## src/rtl/dffram_bist_pkg.sv

```systemverilog
// Shared types and march table for the DFFRAM256x16 March C- BIST controller.
// Table bit i describes march element Ei; bits 6..7 are padding so E5+1 reads as "up".
package dffram_bist_pkg;

    typedef enum logic [3:0] {
        S_IDLE  = 4'd0,
        S_E0    = 4'd1,
        S_E1    = 4'd2,
        S_E2    = 4'd3,
        S_E3    = 4'd4,
        S_E4    = 4'd5,
        S_E5    = 4'd6,
        S_FLUSH = 4'd7,
        S_DONE  = 4'd8
    } state_t;

    localparam int NUM_ELEM = 6;

    localparam logic [7:0] ELEM_DOWN   = 8'b0001_1000;
    localparam logic [7:0] ELEM_RD     = 8'b0011_1110;
    localparam logic [7:0] ELEM_WR     = 8'b0001_1111;
    localparam logic [7:0] ELEM_RD_POL = 8'b0001_0100;
    localparam logic [7:0] ELEM_WR_POL = 8'b0000_1010;

    localparam int OP_CYCLES  = 256 + 4 * 512 + 256;
    localparam int DONE_CYCLE = OP_CYCLES + 2;
    localparam int NUM_READS  = 5 * 256;
    localparam int NUM_WRITES = 5 * 256;

endpackage

```

## src/rtl/dffram_bist_if.sv

```systemverilog
// DFFRAM macro port as seen by the BIST (master) and the RAM (slave).
interface dffram_bist_if #(
    parameter int AW    = 8,
    parameter int DW    = 16,
    parameter int WSIZE = 2
);
    logic [WSIZE-1:0] WE0;
    logic             EN0;
    logic [AW-1:0]    A0;
    logic [DW-1:0]    Di0;
    logic [DW-1:0]    Do0;

    modport master (output WE0, output EN0, output A0, output Di0, input Do0);
    modport slave  (input WE0, input EN0, input A0, input Di0, output Do0);
endinterface

```

## src/rtl/dffram_bist_addr_gen.sv

```systemverilog
// Up/down march address counter with parallel load and terminal-address flag.
module dffram_bist_addr_gen #(
    parameter int AW = 8
) (
    input  logic          clk,
    input  logic          rst,
    input  logic          load,
    input  logic [AW-1:0] load_val,
    input  logic          step,
    input  logic          down,
    output logic [AW-1:0] addr,
    output logic          last
);

    always_ff @(posedge clk or posedge rst) begin
        if (rst) begin
            addr <= '0;
        end else if (load) begin
            addr <= load_val;
        end else if (step) begin
            addr <= down ? addr - AW'(1) : addr + AW'(1);
        end
    end

    assign last = down ? (addr == '0) : (addr == '1);

endmodule

```

## src/rtl/dffram_bist.sv

```systemverilog
// March C- BIST controller for one DFFRAM256x16: drives the macro port, compares
// read data one cycle later and records pass/fail plus the first failing location.
module dffram_bist
    import dffram_bist_pkg::*;
#(
    parameter int              AW    = 8,
    parameter int              DW    = 16,
    parameter int              WSIZE = 2,
    parameter logic [DW-1:0]   BG    = '0
) (
    input  logic              CLK,
    input  logic              RST,
    input  logic              start,
    output logic              busy,
    output logic              done,
    output logic              fail,
    output logic [AW-1:0]     fail_addr,
    output logic [2:0]        fail_elem,
    output logic [DW-1:0]     fail_bits,
    output logic [7:0]        fail_count,
    dffram_bist_if.master     ram
);

    function automatic logic [7:0] sat_inc(input logic [7:0] v);
        return (v == 8'hFF) ? v : v + 8'd1;
    endfunction

    function automatic logic [DW-1:0] bg_word(input logic pol);
        return pol ? ~BG : BG;
    endfunction

    state_t        state, state_nxt;
    logic          phase, phase_nxt;
    logic [2:0]    elem;
    logic          is_elem, elem_rw;
    logic          ld, step, rd, wr, start_acc, at_last;
    logic [AW-1:0] ld_val, addr;

    logic          cmp_vld_p1;
    logic [DW-1:0] cmp_exp_p1;
    logic [AW-1:0] cmp_addr_p1;
    logic [2:0]    cmp_elem_p1;
    logic [DW-1:0] diff;

    assign elem    = state[2:0] - 3'd1;
    assign is_elem = (state >= S_E0) && (state <= S_E5);
    assign elem_rw = ELEM_RD[elem] & ELEM_WR[elem];

    dffram_bist_addr_gen #(.AW(AW)) u_addr_gen (
        .clk      (CLK),
        .rst      (RST),
        .load     (ld),
        .load_val (ld_val),
        .step     (step),
        .down     (is_elem & ELEM_DOWN[elem]),
        .addr     (addr),
        .last     (at_last)
    );

    always_ff @(posedge CLK or posedge RST) begin
        if (RST) begin
            state <= S_IDLE;
            phase <= 1'b0;
        end else begin
            state <= state_nxt;
            phase <= phase_nxt;
        end
    end

    // Read/write pairs advance the address only after the write half.
    always_comb begin
        state_nxt = state;
        phase_nxt = phase;
        ld        = 1'b0;
        ld_val    = '0;
        step      = 1'b0;
        rd        = 1'b0;
        wr        = 1'b0;
        start_acc = 1'b0;
        unique case (state)
            S_IDLE, S_DONE: begin
                if (start) begin
                    start_acc = 1'b1;
                    state_nxt = S_E0;
                    phase_nxt = 1'b0;
                    ld        = 1'b1;
                end
            end
            S_FLUSH: state_nxt = S_DONE;
            default: begin
                if (elem_rw) begin
                    rd        = ~phase;
                    wr        = phase;
                    phase_nxt = ~phase;
                end else begin
                    rd = ELEM_RD[elem];
                    wr = ELEM_WR[elem];
                end
                if (!elem_rw || phase) begin
                    if (at_last) begin
                        state_nxt = state_t'(state + 4'd1);
                        ld        = 1'b1;
                        ld_val    = {AW{ELEM_DOWN[elem + 3'd1]}};
                    end else begin
                        step = 1'b1;
                    end
                end
            end
        endcase
    end

    assign busy    = (state != S_IDLE) && (state != S_DONE);
    assign done    = (state == S_DONE);
    assign ram.EN0 = rd | wr;
    assign ram.WE0 = {WSIZE{wr}};
    assign ram.A0  = addr;
    assign ram.Di0 = wr ? bg_word(ELEM_WR_POL[elem]) : '0;

    // p1: expected word for the read issued this cycle, checked against Do0 next cycle
    always_ff @(posedge CLK or posedge RST) begin
        if (RST) cmp_vld_p1 <= 1'b0;
        else     cmp_vld_p1 <= rd;
    end

    always_ff @(posedge CLK) begin
        if (rd) begin
            cmp_exp_p1  <= bg_word(ELEM_RD_POL[elem]);
            cmp_addr_p1 <= addr;
            cmp_elem_p1 <= elem;
        end
    end

    assign diff = ram.Do0 ^ cmp_exp_p1;

    always_ff @(posedge CLK or posedge RST) begin
        if (RST) begin
            fail       <= 1'b0;
            fail_addr  <= '0;
            fail_elem  <= '0;
            fail_bits  <= '0;
            fail_count <= '0;
        end else if (start_acc) begin
            fail       <= 1'b0;
            fail_addr  <= '0;
            fail_elem  <= '0;
            fail_bits  <= '0;
            fail_count <= '0;
        end else if (cmp_vld_p1 && (diff != '0)) begin
            fail       <= 1'b1;
            fail_count <= sat_inc(fail_count);
            if (!fail) begin
                fail_addr <= cmp_addr_p1;
                fail_elem <= cmp_elem_p1;
                fail_bits <= diff;
            end
        end
    end

endmodule
```

## src/flat_wrapper.sv

```systemverilog
// flat-port wrapper written by rule: the top's interface ports become plain ports
module dffram_bist_flat import dffram_bist_pkg::*;
#(
    parameter int              AW    = 8,
    parameter int              DW    = 16,
    parameter int              WSIZE = 2,
    parameter logic [DW-1:0]   BG    = '0
)
  (CLK, RST, start, busy, done, fail, fail_addr, fail_elem, fail_bits, fail_count, ram_WE0, ram_EN0, ram_A0, ram_Di0, ram_Do0);
  dffram_bist_if #(.AW(AW), .DW(DW), .WSIZE(WSIZE)) ram_i ();
  input  logic CLK;
  input  logic RST;
  input  logic start;
  output logic busy;
  output logic done;
  output logic fail;
  output logic [AW-1:0] fail_addr;
  output logic [2:0] fail_elem;
  output logic [DW-1:0] fail_bits;
  output logic [7:0] fail_count;
  output wire logic [$bits(ram_i.WE0)-1:0] ram_WE0;
  output wire logic [$bits(ram_i.EN0)-1:0] ram_EN0;
  output wire logic [$bits(ram_i.A0)-1:0] ram_A0;
  output wire logic [$bits(ram_i.Di0)-1:0] ram_Di0;
  input wire logic [$bits(ram_i.Do0)-1:0] ram_Do0;
  assign ram_WE0 = ram_i.WE0;
  assign ram_EN0 = ram_i.EN0;
  assign ram_A0 = ram_i.A0;
  assign ram_Di0 = ram_i.Di0;
  assign ram_i.Do0 = ram_Do0;
  dffram_bist #(.AW(AW), .DW(DW), .WSIZE(WSIZE), .BG(BG)) u_core (.CLK(CLK), .RST(RST), .start(start), .busy(busy), .done(done), .fail(fail), .fail_addr(fail_addr), .fail_elem(fail_elem), .fail_bits(fail_bits), .fail_count(fail_count), .ram(ram_i));
endmodule
```

## config.mk

```make
export PLATFORM = sky130hd
export DESIGN_NAME = dffram_bist_flat
export DESIGN_NICKNAME = d
export VERILOG_FILES = /design/src/rtl/dffram_bist_pkg.sv /design/src/rtl/dffram_bist_if.sv /design/src/rtl/dffram_bist_addr_gen.sv /design/src/rtl/dffram_bist.sv /design/src/flat_wrapper.sv
export SDC_FILE = /design/constraint.sdc
export NUM_CORES = 1
export LEC_CHECK = 0
export CORE_MARGIN = 3
export CORE_UTILIZATION = 40
export DETAILED_ROUTE_END_ITERATION = 10
export MAX_ROUTING_LAYER = met4
export PLACE_DENSITY = 0.66
export SYNTH_ARGS = -nofsm -noshare
export SYNTH_HDL_FRONTEND = slang
export SYNTH_SLANG_ARGS = --single-unit
```

## constraint.sdc

```tcl
create_clock -name CLK -period 11.6 [get_ports CLK]
set_clock_uncertainty 0.05 [all_clocks]
set_input_delay 2.32 -clock CLK [delete_from_list [all_inputs] [get_ports CLK]]
set_output_delay 2.32 -clock CLK [all_outputs]
set_load 0.02 [all_outputs]
```

==> results of run 1 <==
==> metal layers <==
layer | up-vias | GRT usage [%] | wire, um
met4 | 0 | 7.88 | 142
met5 | - | - | 0
met1 | 1356 | 23.9 | 3760
met2 | 90 | 26.6 | 3980
li1 | 1333 | - | -
met3 | 9 | 2.99 | 497
==> cell type report <==
type,count,share of cell area [%]
Clock buffer,9,2.75
Clock inverter,7,1.64
Inverter,13,1.08
Multi-Input combinational cell,226,37.3
Sequential cell,62,35.7
Tap cell,105,2.91
Timing Repair Buffer,84,18.6
==> cell families (layout without fill, tap and decap cells) <==
kind of cell,count (synthesis),in the layout
AOI/OAI and AO/OA,85,85
xor gates and xnor gates,20,20
adders and majority gates,9,9
buffers and inverters,44,113
DFF,62,62
muxes,13,13
and+or+nand+nor,99,99
==> how the worst max path moves through the flow <==
stage | start | endpoint | slack (ns) | cells past startpoint
final | u_core.state[0] | ram_Di0[10] | 5.51 | 8
after global routing | u_core.state[0] | ram_Di0[4] | 5.18 | 8
after CTS | u_core.state[0] | ram_Di0[10] | 5.45 | 8
after detailed placement | u_core.state[0] | ram_Di0[10] | 5.87 | 8
after global placement | u_core.state[0] | ram_Di0[13] | 6.08 | 8
after floorplan | u_core.state[0] | ram_Di0[10] | 5.77 | 8
==> stage by stage <==
| step | hold slack [ns] | total power [W] | cell area (um2) | setup slack [ns] |
|---|---|---|---|---|
| floorplan | 0.393 | 0.000237 | 3540 | 5.77 |
| global placement | 0.398 | 0.000249 | 4310 | 6.08 |
| detailed placement | 0.402 | 0.000249 | 4310 | 5.87 |
| CTS | 0.420 | 0.000442 | 4510 | 5.45 |
| global route | 0.441 | 0.000454 | 4510 | 5.18 |
| finish | 0.418 | 0.000439 | 4510 | 5.51 |
==> critical path: cells and delay by family, from the launching register on <==
family / cells / cell delay (ns)
xor gates and xnor gates: 1 / 0.34
DFF: 1 / 0.48
buffers and inverters: 3 / 1.15
AOI/OAI and AO/OA: 1 / 0.10
adders and majority gates: 1 / 0.31
and+or+nand+nor: 2 / 0.99
==> flip-flops by register name (all words and copies together), names as in the netlist <==
name / flops
u_core.fail_count: 8
u_core.state: 4
u_core.cmp_vld_p1: 1
u_core.cmp_elem_p1: 3
u_core.cmp_addr_p1: 8
u_core.fail_elem: 3
u_core.phase: 1
u_core.cmp_exp_p1: 1
u_core.fail_bits: 16
u_core.fail: 1
u_core.u_addr_gen.addr: 8
u_core.fail_addr: 8
==> cells in the final DEF (no fill, tap or decap), types with 3 or more instances in the layout <==
cell / count
sky130_fd_sc_hd__clkbuf_8: 9
sky130_fd_sc_hd__mux2i_1: 9
sky130_fd_sc_hd__or3_1: 3
sky130_fd_sc_hd__xor2_1: 17
sky130_fd_sc_hd__nor4_1: 4
sky130_fd_sc_hd__mux2_2: 3
sky130_fd_sc_hd__ha_1: 8
sky130_fd_sc_hd__a21o_2: 4
sky130_fd_sc_hd__or3_2: 3
sky130_fd_sc_hd__a21oi_1: 11
sky130_fd_sc_hd__and4_1: 4
sky130_fd_sc_hd__a211oi_1: 6
sky130_fd_sc_hd__o21ai_0: 3
sky130_fd_sc_hd__dfrtp_1: 50
sky130_fd_sc_hd__edfxtp_1: 12
sky130_fd_sc_hd__nor2_1: 28
sky130_fd_sc_hd__nand3_1: 6
sky130_fd_sc_hd__and3b_1: 4
sky130_fd_sc_hd__clkdlybuf4s50_1: 83
sky130_fd_sc_hd__o21a_1: 3
sky130_fd_sc_hd__a22o_1: 27
sky130_fd_sc_hd__inv_1: 11
sky130_fd_sc_hd__a211oi_2: 4
sky130_fd_sc_hd__nor3_1: 4
sky130_fd_sc_hd__nand2_1: 22
==> power by group <==
group          total [W]  internal, W  switching, W
combinational  0.0000210    0.0000103     0.0000107
clock           0.000194    0.0000999     0.0000942
sequential      0.000224     0.000222    0.00000137
total           0.000439     0.000332      0.000106
==> impl_metrics.toml, run 1 <==
[clocking]
cts_num_sinks = 62
cts_setup_buffers = 0
cts_root_cell = "sky130_fd_sc_hd__clkbuf_8"
cts.repair.resized = 0
insertion_delay_ns = 0.34
clock_path_buffers = 2
cts-htree-levels = 3
holdBufCountCts = 0
tritoncts.num_buffers = 9
cts_tree = "yes"
clk_pin_slew_ns = 0.08

[final_layout]
final_cell_count_without_fillers = 506
multiInputGateArea_um2 = 1680
layout.core_utilization_pct = 53.6
flow.area_growth_from_synthesis_pct = 27.3
ff_latch_area_um2 = 1610
layout-drive-gt1-share_pct = 12.5
fillers = 791
number_of_inserted_diodes = 0
finish.net_count = 423

[setup_path]
critical-path-top-cell-by-count = "sky130_fd_sc_hd__inv_1"
setup.reg_to_reg.worst_slack_ns = 7.35
timing_worst_setup_path_type = "register to output port"
source_of_the_worst_register_to_register_timing_path = "u_core.state[0]"
reg2reg_depth = 12
cp_slowest_stage_delay_ns = 0.85
crit_path_end_kind = "output port"
worstPathRequired_ns = 9.23
cp_max_fo = 16
crit_arrival_ns = 3.72
regToRegEndpoint = "u_core.u_addr_gen.addr[4]"
cp_cell_sequence = "inv_1 -> ha_1 -> xnor2_2 -> inv_1 -> nand2_1 -> a21oi_1 -> nor4_2 -> clkdlybuf4s50_1"
slowest_stage = "sky130_fd_sc_hd__nor4_2"
start_kind = "register"

[synth]
synth_top_family_by_area = "compound AO/OA/AOI/OAI gates"
synthDominantAreaCellType = "sky130_fd_sc_hd__dfrtp_1"
synth.avg_cell_area_um2 = 10.7
synth-compound-area-share_pct = 20.2
yosys-top-cells-count = "sky130_fd_sc_hd__dfrtp_1, sky130_fd_sc_hd__nor2_1, sky130_fd_sc_hd__a22o_1"
asyncSetResetFlopFracSynth_pct = 80.6
synth-seq-cells = 62
synth-simple-area-share_pct = 14.8
synth.top_cell.area_share_pct = 35.3
post_synthesis_cells = 332
synth_fa_ha_area_share_pct = 3.11
synth_most_common_cell = "sky130_fd_sc_hd__dfrtp_1"
mapped_cell_area_um2 = 3540
edff_count_synth = 12
synth.yosys.warnings = 0
fraction_of_the_yosys_area_taken_by_sequential_cells_pct = 45.5
yosys.cell_types.count = 68
muxShareOfSynthArea_pct = 3.88
synth.net_count = 359
postSynth.topFlopCell = "sky130_fd_sc_hd__dfrtp_1"
yosys-top-cells-area = "sky130_fd_sc_hd__dfrtp_1, sky130_fd_sc_hd__edfxtp_1, sky130_fd_sc_hd__a22o_1"
synthXorXnorAreaFrac_pct = 5.15

[sta]
post-route-period-util_pct = 52.5
worst_slew_pin_slew_ns = 1.11
finalHoldViolCount = 0
timing.final.max_slew_violations = 0
slew_headroom_pct = 25.1
final.min_clock_period_ns = 6.09
fmaxAchievable_mhz = 164
setup_total_negative_slack_ns = 0
grt_setup_unrepaired = "false"
report.final.setup_viol = 0

[floorplanning]
io_pins = 84
initial_utilization_pct = 42.1
die_height_um = 100
die_area_um2 = 10000
core-area_um2 = 8420
row_count = 33
die_width_um = 100

[placed_design]
port_buffers = 83
place_inst = 490
dp.final_hpwl_mm = 5.85
gp_congestion = 0.907

[pwr]
pd_cells_nw_per_um2 = 97.2
peakVddDrop_mv = 0.0519
total_leakage_power_nw = 1.87

[global_routing]
antenna_violations_before_repair = 0
global_route_wire_length_before_repair_mm = 13.8
grt_util_all_layers_pct = 17.8
gr-total-overflow = 0
grt_start_max_net_pins = 51
first_global_vias = 2704

[routing]
routedWlPerCell_um = 16.6
antenna_violating_nets_post_route = 0
detailedRoute.firstPassIterationCount = 5
wirelength_mm = 8.38
drt-vias-per-instance = 5.51
overall_via_count_from_detail_route = 2788
drc_errors = 0
drt_iter0_drc = 147

[outcome]
status = "completed"

[worst_hold_path]
hold-path-cell-count = 1
worst_hold_startpoint = "u_core.cmp_addr_p1[4]"
min_path_type = "register to register"
min_to = "u_core.fail_addr[4]"

[run]
maxCapViolCount = 0
Note: power is estimated with default switching activity, not from simulation.
==> run 2: changes to the inputs <==
Settings changed: PLACE_DENSITY 0.66 to 0.69.
Clock period 11.6 ns to 5 ns, I/O delays scaled along.
==> run 2 against run 1 <==
  * Combinational power grew 130%
  * Worst hold slack lost 0.00063 ns
  * Via count grew 0.47%
  * Cell area grew 0.19%
  * Critical path type unchanged
  * Largest cell class unchanged
==> impl_metrics.toml, run 2 (same netlist as run 1, synthesis figures left out) <==
[outcome]
status = "completed"

[setup_path]
timing_worst_setup_path_type = "register to output port"
source_of_the_worst_register_to_register_timing_path = "u_core.state[0]"
cp_max_fo = 14
startpoint = "u_core.state[0]"
start_kind = "register"
crit_arrival_ns = 3.39
worstPathRequired_ns = 3.95
crit_path_end_kind = "output port"

[routing]
drc_errors = 0
drt-vias-per-instance = 5.51
overall_via_count_from_detail_route = 2801
detailedRoute.firstPassIterationCount = 4
routedWlPerCell_um = 16.9
antenna_violating_nets_post_route = 0
wirelength_mm = 8.58
drt_iter0_drc = 166

[sta]
hold_slack_final_ns = 0.417
finalHoldViolCount = 0
report.final.setup_viol = 0
worst_slew_pin_slew_ns = 1.05
setup_total_negative_slack_ns = 0
fmaxAchievable_mhz = 225
final.min_clock_period_ns = 4.44
grt_setup_unrepaired = "false"
slew_headroom_pct = 29.9
post-route-period-util_pct = 88.8
timing.final.max_slew_violations = 0

[final_layout]
fillers = 763
finish.net_count = 425
final_common_cell = "sky130_fd_sc_hd__clkdlybuf4s50_1"
largest-register = "u_core.fail_bits"
largest_register_ff_count = 16
final_cell_count_without_fillers = 508
number_of_inserted_diodes = 0
flow.area_growth_from_synthesis_pct = 27.5
mostFrequentLayoutCells = "sky130_fd_sc_hd__clkdlybuf4s50_1, sky130_fd_sc_hd__dfrtp_1, sky130_fd_sc_hd__nor2_1"
layout-drive-gt1-share_pct = 12.2

[clocking]
holdBufCountCts = 0
cts_root_cell = "sky130_fd_sc_hd__clkbuf_8"
cts-htree-levels = 3
cts_tree = "yes"
cts.repair.resized = 0
insertion_delay_ns = 0.34
cts_setup_buffers = 0
clock_path_buffers = 2
cts_num_sinks = 62
tritoncts.num_buffers = 9
clk_pin_slew_ns = 0.07

[placed_design]
place_inst = 492
dp.final_hpwl_mm = 6.08
port_buffers = 83
gp_congestion = 0.928

[global_routing]
grt_util_all_layers_pct = 18.2
grt_start_max_net_pins = 51
global_route_wire_length_before_repair_mm = 14.2
gr-total-overflow = 0
antenna_violations_before_repair = 0
first_global_vias = 2790

[floorplanning]
core-area_um2 = 8420
die_width_um = 100
die_area_um2 = 10000
initial_utilization_pct = 42.1
row_count = 33
die_height_um = 100
io_pins = 84

[pwr]
seq_power_share_pct = 51.6
net-switching-power_w = 0.000225
total_leakage_power_nw = 1.88
comb_power_share_pct = 4.8
peakVddDrop_mv = 0.119
power.share.switching_pct = 22.4
power.share.clock_pct = 43.6
internal_power_w = 0.000782
pd_cells_nw_per_um2 = 223

[worst_hold_path]
min_path_type = "register to register"
worst_hold_startpoint = "u_core.cmp_addr_p1[0]"

[run]
maxCapViolCount = 0
-- run 2: cell count changes in the layout (fill, tap and decap cells not counted) --
cell,delta
sky130_fd_sc_hd__buf_4,+2
sky130_fd_sc_hd__clkbuf_1,+2
sky130_fd_sc_hd__clkinv_4,-2
sky130_fd_sc_hd__clkbuf_8,+1
sky130_fd_sc_hd__clkinv_1,+1
sky130_fd_sc_hd__clkinv_2,-1
sky130_fd_sc_hd__inv_6,-1
-- run 2: per-layer routing --
layer	routed length [um]	global-route usage, %	vias up
met5	0	-	-
met4	201	7.25	0
met3	421	3.27	17
met2	4120	27.9	83
met1	3840	24.1	1358
li1	-	-	1343
-- run 2: power groups by stage --
stage,combinational [W],clock (W),sequential (W)
finish,0.0000485,0.000439,0.000519
global route,0.0000532,0.000466,0.000520
CTS,0.0000494,0.000448,0.000519
detailed placement,0.0000492,0,0.000529
global placement,0.0000492,0,0.000529
floorplan,0.0000167,0,0.000532
-- run 2: path summary, 6_finish.rpt --
kind,end,slack [ns],cells past startpoint
max reg2reg,u_core.u_addr_gen.addr[4],0.92,12
max in group asynchronous,u_core.fail_count[2],3.07,2
max,ram_EN0,0.56,9
min in group asynchronous,u_core.fail_bits[13],1.19,2
min,u_core.fail_addr[0],0.42,1
min reg2reg,u_core.fail_addr[0],0.42,1
-- run 2: critical path: stages, from the launching register on --
cell and delay [ns]:
sky130_fd_sc_hd__dfrtp_1 0.49, sky130_fd_sc_hd__inv_1 0.19, sky130_fd_sc_hd__ha_1 0.31, sky130_fd_sc_hd__xnor2_2 0.34, sky130_fd_sc_hd__inv_1 0.17, sky130_fd_sc_hd__nand2_1 0.14, sky130_fd_sc_hd__a21oi_1 0.08, sky130_fd_sc_hd__o21a_1 0.40
sky130_fd_sc_hd__or2_2 0.39, sky130_fd_sc_hd__clkdlybuf4s50_1 0.54
-- run 2: final cells by class --
| type | instances | area, um2 | share of cell area [%] |
|---|---|---|---|
| clock buffers | 12 | 145 | 3.21 |
| clock inverters | 4 | 46.3 | 1.02 |
| inverters | 13 | 48.8 | 1.08 |
| multi-input cells | 226 | 1680 | 37.3 |
| flip-flops and latches | 62 | 1610 | 35.6 |
| well taps | 105 | 131 | 2.91 |
| repair buffers | 86 | 853 | 18.9 |
-- run 2: through the flow --
step | setup WS, ns | total power (W) | util [%] | area (um2)
after floorplan | 0.495 | 0.000549 | - | 3540
after global placement | 1.07 | 0.000578 | 51.4 | 4330
after detailed placement | 0.953 | 0.000578 | 51.4 | 4330
after CTS | 0.567 | 0.00102 | 53.7 | 4520
after global routing | 0.344 | 0.00104 | 53.7 | 4520
final | 0.560 | 0.00101 | 53.7 | 4520
==> run 3: changes to the inputs <==
Settings changed: CORE_UTILIZATION 40 to 45, PLACE_DENSITY 0.69 to 0.76.
==> run 3 against run 2 <==
  * Die area fell by 10%
  * Cell area barely moved
  * Sequential cell count did not move
  * Via count fell by 0.71%
  * Worst hold slack got worse by 0.0034 ns
==> impl_metrics.toml, run 3 (same netlist as run 1, synthesis figures left out) <==
[outcome]
status = "completed"

[sta]
post-route-period-util_pct = 87.7
timing.final.max_slew_violations = 0
slew_headroom_pct = 30.4
finalHoldViolCount = 0
report.final.setup_viol = 0
fmaxAchievable_mhz = 228
setup_total_negative_slack_ns = 0
grt_setup_unrepaired = "false"
final.min_clock_period_ns = 4.39
worst_slew_pin_slew_ns = 1.04
timing.final.ws_setup_ns = 0.615

[pwr]
pd_cells_nw_per_um2 = 224
power.share.clock_pct = 43.8
net-switching-power_w = 0.000239
peakVddDrop_mv = 0.123
internal_power_w = 0.000771
power.share.switching_pct = 23.7
comb_power_share_pct = 4.9
seq_power_share_pct = 51.4
total_leakage_power_nw = 1.88

[floorplanning]
die_area_um2 = 8980
initial_utilization_pct = 47.6
io_pins = 84
row_count = 31
core-area_um2 = 7450
die_height_um = 94.8
die_width_um = 94.8

[clocking]
cts_root_cell = "sky130_fd_sc_hd__clkbuf_8"
tritoncts.num_buffers = 9
clk_pin_slew_ns = 0.08
clock_path_buffers = 2
cts_setup_buffers = 0
cts_num_sinks = 62
insertion_delay_ns = 0.35
holdBufCountCts = 0
cts-htree-levels = 3
cts.repair.resized = 0
cts_tree = "yes"

[final_layout]
number_of_inserted_diodes = 0
finish.net_count = 425
design_area_um2 = 4520
final_common_cell = "sky130_fd_sc_hd__clkdlybuf4s50_1"
fillers = 614
layout.core_utilization_pct = 60.7
flow.area_growth_from_synthesis_pct = 27.5
mostFrequentLayoutCells = "sky130_fd_sc_hd__clkdlybuf4s50_1, sky130_fd_sc_hd__dfrtp_1, sky130_fd_sc_hd__nor2_1"
layout-drive-gt1-share_pct = 12.9
final_cell_count_without_fillers = 502
largest-register = "u_core.fail_bits"
largest_register_ff_count = 16

[setup_path]
crit_arrival_ns = 3.34
timing_worst_setup_path_type = "register to output port"
worstPathRequired_ns = 3.95
start_kind = "register"
crit_path_end_kind = "output port"
cp_max_fo = 14

[routing]
drc_errors = 0
overall_via_count_from_detail_route = 2781
drt-vias-per-instance = 5.54
antenna_violating_nets_post_route = 0
detailedRoute.firstPassIterationCount = 4
routedWlPerCell_um = 16.2
wirelength_mm = 8.13
drt_iter0_drc = 133

[global_routing]
grt_util_all_layers_pct = 19.6
antenna_violations_before_repair = 0
first_global_vias = 2691
gr-total-overflow = 0
grt_start_max_net_pins = 51
global_route_wire_length_before_repair_mm = 13.4

[placed_design]
dp.final_hpwl_mm = 5.90
dp_slack_ns = 1.01
placement.cell_area_um2 = 4320
port_buffers = 83
gp_congestion = 0.902
place_inst = 486

[worst_hold_path]
min_path_type = "register to register"

[run]
maxCapViolCount = 0
==> run 3: cell types whose count changed in the layout (fill, tap and decap cells not counted), sizes merged <==
cell,before,now
clkbuf,12,9
clkinv,3,5
inv,12,13
==> run 3: metal layers <==
metal,track usage (%),share of wire (%),up-vias
li1,-,-,1348
met1,25.6,45,1346
met2,30.4,48,82
met3,3.51,6.1,5
met4,8.05,1.1,0
met5,-,0,-
==> run 3: worst paths after layout <==
| path | slack [ns] | depth (start not counted) | endpoint | startpoint |
|---|---|---|---|---|
| max | 0.61 | 9 | ram_EN0 | u_core.state[0] |
| min | 0.41 | 1 | u_core.fail_addr[5] | u_core.cmp_addr_p1[5] |
| max reg2reg | 0.94 | 12 | u_core.u_addr_gen.addr[4] | u_core.state[0] |
| min reg2reg | 0.41 | 1 | u_core.fail_addr[5] | u_core.cmp_addr_p1[5] |
| max in group asynchronous | 3.08 | 2 | u_core.fail_count[0] | RST |
| min in group asynchronous | 1.18 | 2 | u_core.fail_count[5] | RST |
==> run 3: cell type report <==
cell class                 count  area [um2]  area share [%]
timing repair buffer          86         853            18.9
inverter                      13        48.8            1.08
clock buffer                   9         124            2.74
sequential                    62        1610            35.7
tap                           99         124            2.74
multi-input combinational    226        1680            37.3
clock inverter                 7        73.8            1.63
==> run 3: stage by stage <==
step	power, W	hold WS, ns
6_report	0.00101	0.413
5_1_grt	0.00105	0.433
4_1_cts	0.00102	0.416
3_5_place_dp	0.000579	0.398
3_3_place_gp	0.000578	0.397
2_1_floorplan	0.000549	0.393
==> run 3: critical path: stages, from the launching register on <==
cell and delay (ns):
sky130_fd_sc_hd__dfrtp_1 0.48, sky130_fd_sc_hd__inv_1 0.19, sky130_fd_sc_hd__ha_1 0.31, sky130_fd_sc_hd__xnor2_2 0.32
sky130_fd_sc_hd__inv_1 0.17, sky130_fd_sc_hd__nand2_1 0.14, sky130_fd_sc_hd__a21oi_1 0.08, sky130_fd_sc_hd__o21a_1 0.38
sky130_fd_sc_hd__or2_2 0.38, sky130_fd_sc_hd__clkdlybuf4s50_1 0.54
==> run 3: power by group through the flow <==
stage          clock, W  combinational (W)  sequential, W
4_1_cts        0.000453          0.0000501       0.000519
6_report       0.000442          0.0000490       0.000519
3_5_place_dp          0          0.0000499       0.000529
3_3_place_gp          0          0.0000489       0.000529
2_1_floorplan         0          0.0000167       0.000532
5_1_grt        0.000475          0.0000534       0.000520
